===== config.mk =====
export PLATFORM = sky130hd
export DESIGN_NAME = native_bus_fabric
export DESIGN_NICKNAME = d
export VERILOG_FILES = /design/src/rtl/native_bus_fabric.sv
export SDC_FILE = /design/constraint.sdc
export NUM_CORES = 1
export LEC_CHECK = 0
export BUFFER_PORTS_ARGS = -buffer_cell sky130_fd_sc_hd__buf_2
export CAP_MARGIN = 20
export CORE_AREA = 2 2 137 139
export CTS_CLUSTER_SIZE = 28
export DETAILED_ROUTE_END_ITERATION = 12
export DIE_AREA = 0 0 139 141
export PLACE_DENSITY = 0.66
export SLEW_MARGIN = 15
export SYNTH_ARGS = -nofsm -noshare
export SYNTH_HDL_FRONTEND = slang
export SYNTH_SLANG_ARGS = --single-unit

===== constraint.sdc =====
create_clock -name clk -period 10.4 [get_ports clk]
set_clock_uncertainty 0.1 [all_clocks]
set_input_delay 1.04 -clock clk [delete_from_list [all_inputs] [get_ports clk]]
set_output_delay 1.04 -clock clk [all_outputs]
set_load 0.05 [all_outputs]

===== src/rtl/native_bus_fabric.sv =====
// native_bus_fabric: single-master, N-slave router for the picorv32 native memory bus,
// with unmapped-address and slave-timeout errors. BUS_ERR_CAPTURE_EN adds err_addr/err_count capture.
module native_bus_fabric #(
  parameter int unsigned                NUM_SLAVES     = 4,
  parameter logic [NUM_SLAVES*32-1:0]   SLV_BASE       = {32'h8000_0010, 32'h8000_0008,
                                                          32'h8000_0000, 32'h0000_0000},
  parameter logic [NUM_SLAVES*32-1:0]   SLV_MASK       = {32'hFFFF_FFF0, 32'hFFFF_FFF8,
                                                          32'hFFFF_FFFF, 32'hFFFE_0000},
  parameter int unsigned                TIMEOUT_CYCLES = 255,
  parameter logic [31:0]                ERR_DATA       = 32'hDEAD_BEEF
) (
  input  logic                       clk,
  input  logic                       reset,
  input  logic                       mem_valid,
  input  logic [31:0]                mem_addr,
  input  logic [31:0]                mem_wdata,
  input  logic [3:0]                 mem_wstrb,
  output logic                       mem_ready,
  output logic [31:0]                mem_rdata,
  output logic [NUM_SLAVES-1:0]      slv_valid,
  input  logic [NUM_SLAVES-1:0]      slv_ready,
  input  logic [NUM_SLAVES*32-1:0]   slv_rdata,
  output logic [31:0]                slv_addr,
  output logic [31:0]                slv_wdata,
  output logic [3:0]                 slv_wstrb,
  output logic                       bus_err,
  output logic [31:0]                err_addr,
  output logic [7:0]                 err_count
);

  localparam int unsigned IDX_W   = (NUM_SLAVES > 1) ? $clog2(NUM_SLAVES) : 1;
  localparam logic [15:0] TO_LAST = 16'(TIMEOUT_CYCLES - 1);

  typedef enum logic [1:0] {IDLE, ACCESS, RESP} state_t;

  state_t             state, state_nxt;
  logic [IDX_W-1:0]   hit_idx, idx_q;
  logic               hit_any;
  logic [15:0]        cnt_q;
  logic               sel_ready;
  logic [31:0]        sel_rdata;
  logic               do_accept, do_miss, do_done, do_timeout;

  // Lowest-index match wins when map entries overlap.
  always_comb begin
    hit_any = 1'b0;
    hit_idx = '0;
    for (int unsigned i = 0; i < NUM_SLAVES; i++) begin
      if (!hit_any && ((mem_addr & SLV_MASK[32*i +: 32]) == SLV_BASE[32*i +: 32])) begin
        hit_any = 1'b1;
        hit_idx = IDX_W'(i);
      end
    end
  end

  assign sel_ready = slv_ready[idx_q];
  assign sel_rdata = slv_rdata[32*idx_q +: 32];

  always_ff @(posedge clk or posedge reset) begin
    if (reset) state <= IDLE;
    else       state <= state_nxt;
  end

  always_comb begin
    state_nxt  = state;
    do_accept  = 1'b0;
    do_miss    = 1'b0;
    do_done    = 1'b0;
    do_timeout = 1'b0;
    case (state)
      IDLE: begin
        if (mem_valid) begin
          if (hit_any) begin
            do_accept = 1'b1;
            state_nxt = ACCESS;
          end else begin
            do_miss   = 1'b1;
            state_nxt = RESP;
          end
        end
      end
      ACCESS: begin
        // A ready arriving on the last allowed cycle beats the timeout.
        if (sel_ready) begin
          do_done   = 1'b1;
          state_nxt = RESP;
        end else if (cnt_q == TO_LAST) begin
          do_timeout = 1'b1;
          state_nxt  = RESP;
        end
      end
      RESP:    state_nxt = IDLE;
      default: state_nxt = IDLE;
    endcase
  end

  always_ff @(posedge clk or posedge reset) begin
    if (reset) begin
      idx_q     <= '0;
      cnt_q     <= '0;
      slv_valid <= '0;
      slv_addr  <= '0;
      slv_wdata <= '0;
      slv_wstrb <= '0;
      mem_ready <= 1'b0;
      mem_rdata <= '0;
      bus_err   <= 1'b0;
    end else begin
      cnt_q     <= (state == ACCESS) ? cnt_q + 16'd1 : '0;
      mem_ready <= do_miss | do_done | do_timeout;
      bus_err   <= do_miss | do_timeout;
      if (do_accept) begin
        idx_q     <= hit_idx;
        slv_addr  <= mem_addr;
        slv_wdata <= mem_wdata;
        slv_wstrb <= mem_wstrb;
        slv_valid <= NUM_SLAVES'(1) << hit_idx;
      end else if (do_done || do_timeout) begin
        slv_valid <= '0;
      end
      if (do_done)
        mem_rdata <= sel_rdata;
      else if (do_miss || do_timeout)
        mem_rdata <= ERR_DATA;
    end
  end

`ifdef BUS_ERR_CAPTURE_EN
  logic [31:0] err_addr_q;
  logic [7:0]  err_count_q;

  always_ff @(posedge clk or posedge reset) begin
    if (reset) begin
      err_addr_q  <= '0;
      err_count_q <= '0;
    end else begin
      // A miss never latched the address, so take it from the core side.
      if (do_miss)
        err_addr_q <= mem_addr;
      else if (do_timeout)
        err_addr_q <= slv_addr;
      if ((do_miss || do_timeout) && (err_count_q != 8'hFF))
        err_count_q <= err_count_q + 8'd1;
    end
  end

  assign err_addr  = err_addr_q;
  assign err_count = err_count_q;
`else
  assign err_addr  = '0;
  assign err_count = '0;
`endif

endmodule


==> results.tsv <==
metric	value	unit
outcome	completed	
internal power	0.895	mW
CTS tree	built	
die width	139	um
CTS Sinks	126	
CP arrival	2870	ps
Hold Vio Cnt, Final	0	
Slew HR	34.8	%
port bufs	308	
Cell Rows	50	
drc violations	0	
vias in the first global route	4584	
min cycle time layout	2680	ps
Seq/Total Area, Yosys	52.3	%
Layout area overhead	35.8	%
clock power share	49.7	%
crit path cell chain	buf_2 > nor4_1 > nand4_1 > nor3_1 > o31ai_4 > buf_4 > o22a_1	
synthesized area	0.00603	mm2
Die Footprint	0.0196	mm2
DRT Wirelength	16.0	mm
fin crit share	25.8	%
critical path's largest stage delay	530	ps
commonest non-fill, non-tap cell in the layout	buf_2	
fin cells	998	
Psw	0.286	mW
crit start category	input pin	
total negative slack	0	ps
worst-path fanout max	33	
worst slew pin tran	976	ps
post-CTS sizing	0	
Max Clock Freq	0.373	GHz
initial antenna violation count	1	
Skew-Pair Late Insertion Delay	410	ps
largest net degree at the start of global routing	75	
vias per cell	4.65	
placed cells	966	
# IOs	349	
routed wire length per instance	16.0	um
Die H	141	um
sequential share of power	41.6	%
# fillers	1752	
grt ovf	0	
flops & latches, synth	126	
PwrDens	144	mW/mm2
Initial DRC Count	204	
VDD IR max	0.105	mV
Slowest-stage cell, CP	nor3_1	
Cell variety after synth	39	
Final nets	956	
drt pass-1 iters	4	
unrepaired setup endpoints after global routing	no	
clk root buf	clkbuf_16	
fin. max-slew vios	0	
max cap viols	0	
dpl hpwl	12.0	mm
vias	4644	
worst setup path class	input pin to register	
Ant. Diodes	0	
GRT Total Usage	16.0	%
worst hold slack	372	ps
Initial Utilization	33.0	%
Antenna Nets Post-Route	0	
Comb pwr share	8.7	%
Hold Path Class	register to register	
# setup viols final	0	
Setup Fix Bufs, Post-CTS	0	
syn_area_per_cell	13.5	um2
clk slew on worst S/H paths	60	ps
Hold-fix buffers, CTS	0	
Core ar.	0.0183	mm2
H-tree depth	4	
fin util	44.8	%
first-pass GRT wire length	24.4	mm
GP Congestion	0.782	
PnR Total Power	1.18	mW
Worst EP required	10590	ps
synth warn	0	
Static Leak	4.15	nW
commonest cells after routing, fill and taps aside	buf_2, dfrtp_1, mux2_2	
Post-Synthesis Cells	446	
switching part of the total	24.2	%
clock tree buffer depth	2	
share of cells above drive strength 1	57.3	%
Crit. End Element	register	
CTS Buf Count	17	
[final cells by class]
type,count,area [um2],area share (%)
Sequential cell,126,3150,38.5
Tap cell,234,293,3.58
Clock buffer,19,453,5.53
Timing Repair Buffer,313,1580,19.3
Clock inverter,13,138,1.68
Inverter,12,47.5,0.581
Multi-Input combinational cell,281,2520,30.8
[path summary, 6_finish.rpt]
path / from / to / slack, ps / cells past startpoint
setup / recovery: mem_addr[5] / mem_rdata[19]$_DFFE_PP0P_ / 7720 / 7
hold / removal: cnt_q[0]$_DFF_PP0_ / cnt_q[0]$_DFF_PP0_ / 370 / 1
setup reg to reg: state[1]$_DFFE_PP0P_ / mem_rdata[19]$_DFFE_PP0P_ / 7850 / 3
hold reg to reg: cnt_q[0]$_DFF_PP0_ / cnt_q[0]$_DFF_PP0_ / 370 / 1
max in group asynchronous: reset / idx_q[0]$_DFFE_PP0P_ / 8150 / 3
min in group asynchronous: reset / slv_wdata[24]$_DFFE_PP0P_ / 690 / 2
[per-layer routing]
layer  global-route usage, %  wire, um  up-vias
li1                        -         -     2154
met1                    18.5      6140     2271
met2                    28.1      8370      207
met3                    5.26      1330       12
met4                    5.21       158        0
met5                       0         0        -
[Yosys cell counts]
cell       instances  share of area [%]
mux2i_1            1               0.17
o32ai_1            1               0.15
nand2_1            9               0.56
o2bb2ai_1          1               0.15
nor4b_1            2               0.29
nor3_1             6               0.50
o21ai_4            1               0.27
and4_1             4               0.58
inv_1             12               0.75
mux4_2            33                 12
mux2_2            54                 10
and2_1            18                1.9
xnor2_1            3               0.44
buf_6              8                1.5
o22a_1            24                3.5
or3_1              2               0.21
nand3_1           12                1.0
o21ai_1            1              0.083
a31oi_1            1               0.10
buf_4             41                5.1
a21oi_1            3               0.25
ha_1               2               0.41
nor4bb_1           1               0.17
a32o_1             3               0.50
and3_1             2               0.21
o31ai_1            1               0.12
dfrtp_1          126                 52
o31ai_2            1               0.21
o21ai_0           11               0.91
nor4_1             4               0.41
conb_1             1              0.062
nand2b_1           2               0.21
nand4_1            6               0.62
nor2_1            21                1.3
xor2_1             9                1.3
clkbuf_1          12               0.75
nor2b_1            1               0.10
buf_2              5               0.41
a31o_2             1               0.15
[power by group through the flow]
stage / Clock [mW] / Sequential (mW) / Combinational [mW]
2_1_floorplan: 0 / 0.503 / 0.0677
3_3_place_gp: 0 / 0.500 / 0.103
3_5_place_dp: 0 / 0.500 / 0.104
4_1_cts: 0.606 / 0.492 / 0.104
5_1_grt: 0.632 / 0.491 / 0.111
6_report: 0.587 / 0.492 / 0.103
[critical path, delay by kind of cell]
family / cells / cell delay [ps]
simple gates: 3 / 1100
buf+inv: 2 / 360
compound gates: 2 / 350
[registers in the layout, indices dropped and copies added (netlist names)]
| register | cells |
|---|---|
| slv_wdata | 32 |
| state | 2 |
| mem_ready | 1 |
| idx_q | 2 |
| mem_rdata | 32 |
| slv_addr | 32 |
| slv_valid | 4 |
| cnt_q | 16 |
| slv_wstrb | 4 |
| bus_err | 1 |
[per-stage QoR]
step           worst slack [ps]  instance area [um2]
2_1_floorplan              5900                 6180
3_3_place_gp               7330                 7590
3_5_place_dp               7270                 7590
4_1_cts                    7720                 8190
5_1_grt                    7610                 8190
6_report                   7720                 8190
[cell families (layout without fill, tap and decap cells)]
kind of cell	after synthesis	after routing	share of synthesized area, %
xor+xnor	12	12	1.74
mux	88	88	22.6
fa+ha+maj	2	2	0.415
other cells	1	40	0.0622
compound gates	49	49	6.37
flops	126	126	52.3
buf+inv	78	357	8.51
simple gates	90	90	8.03
No activity file was read; power rests on OpenSTA's default activity.
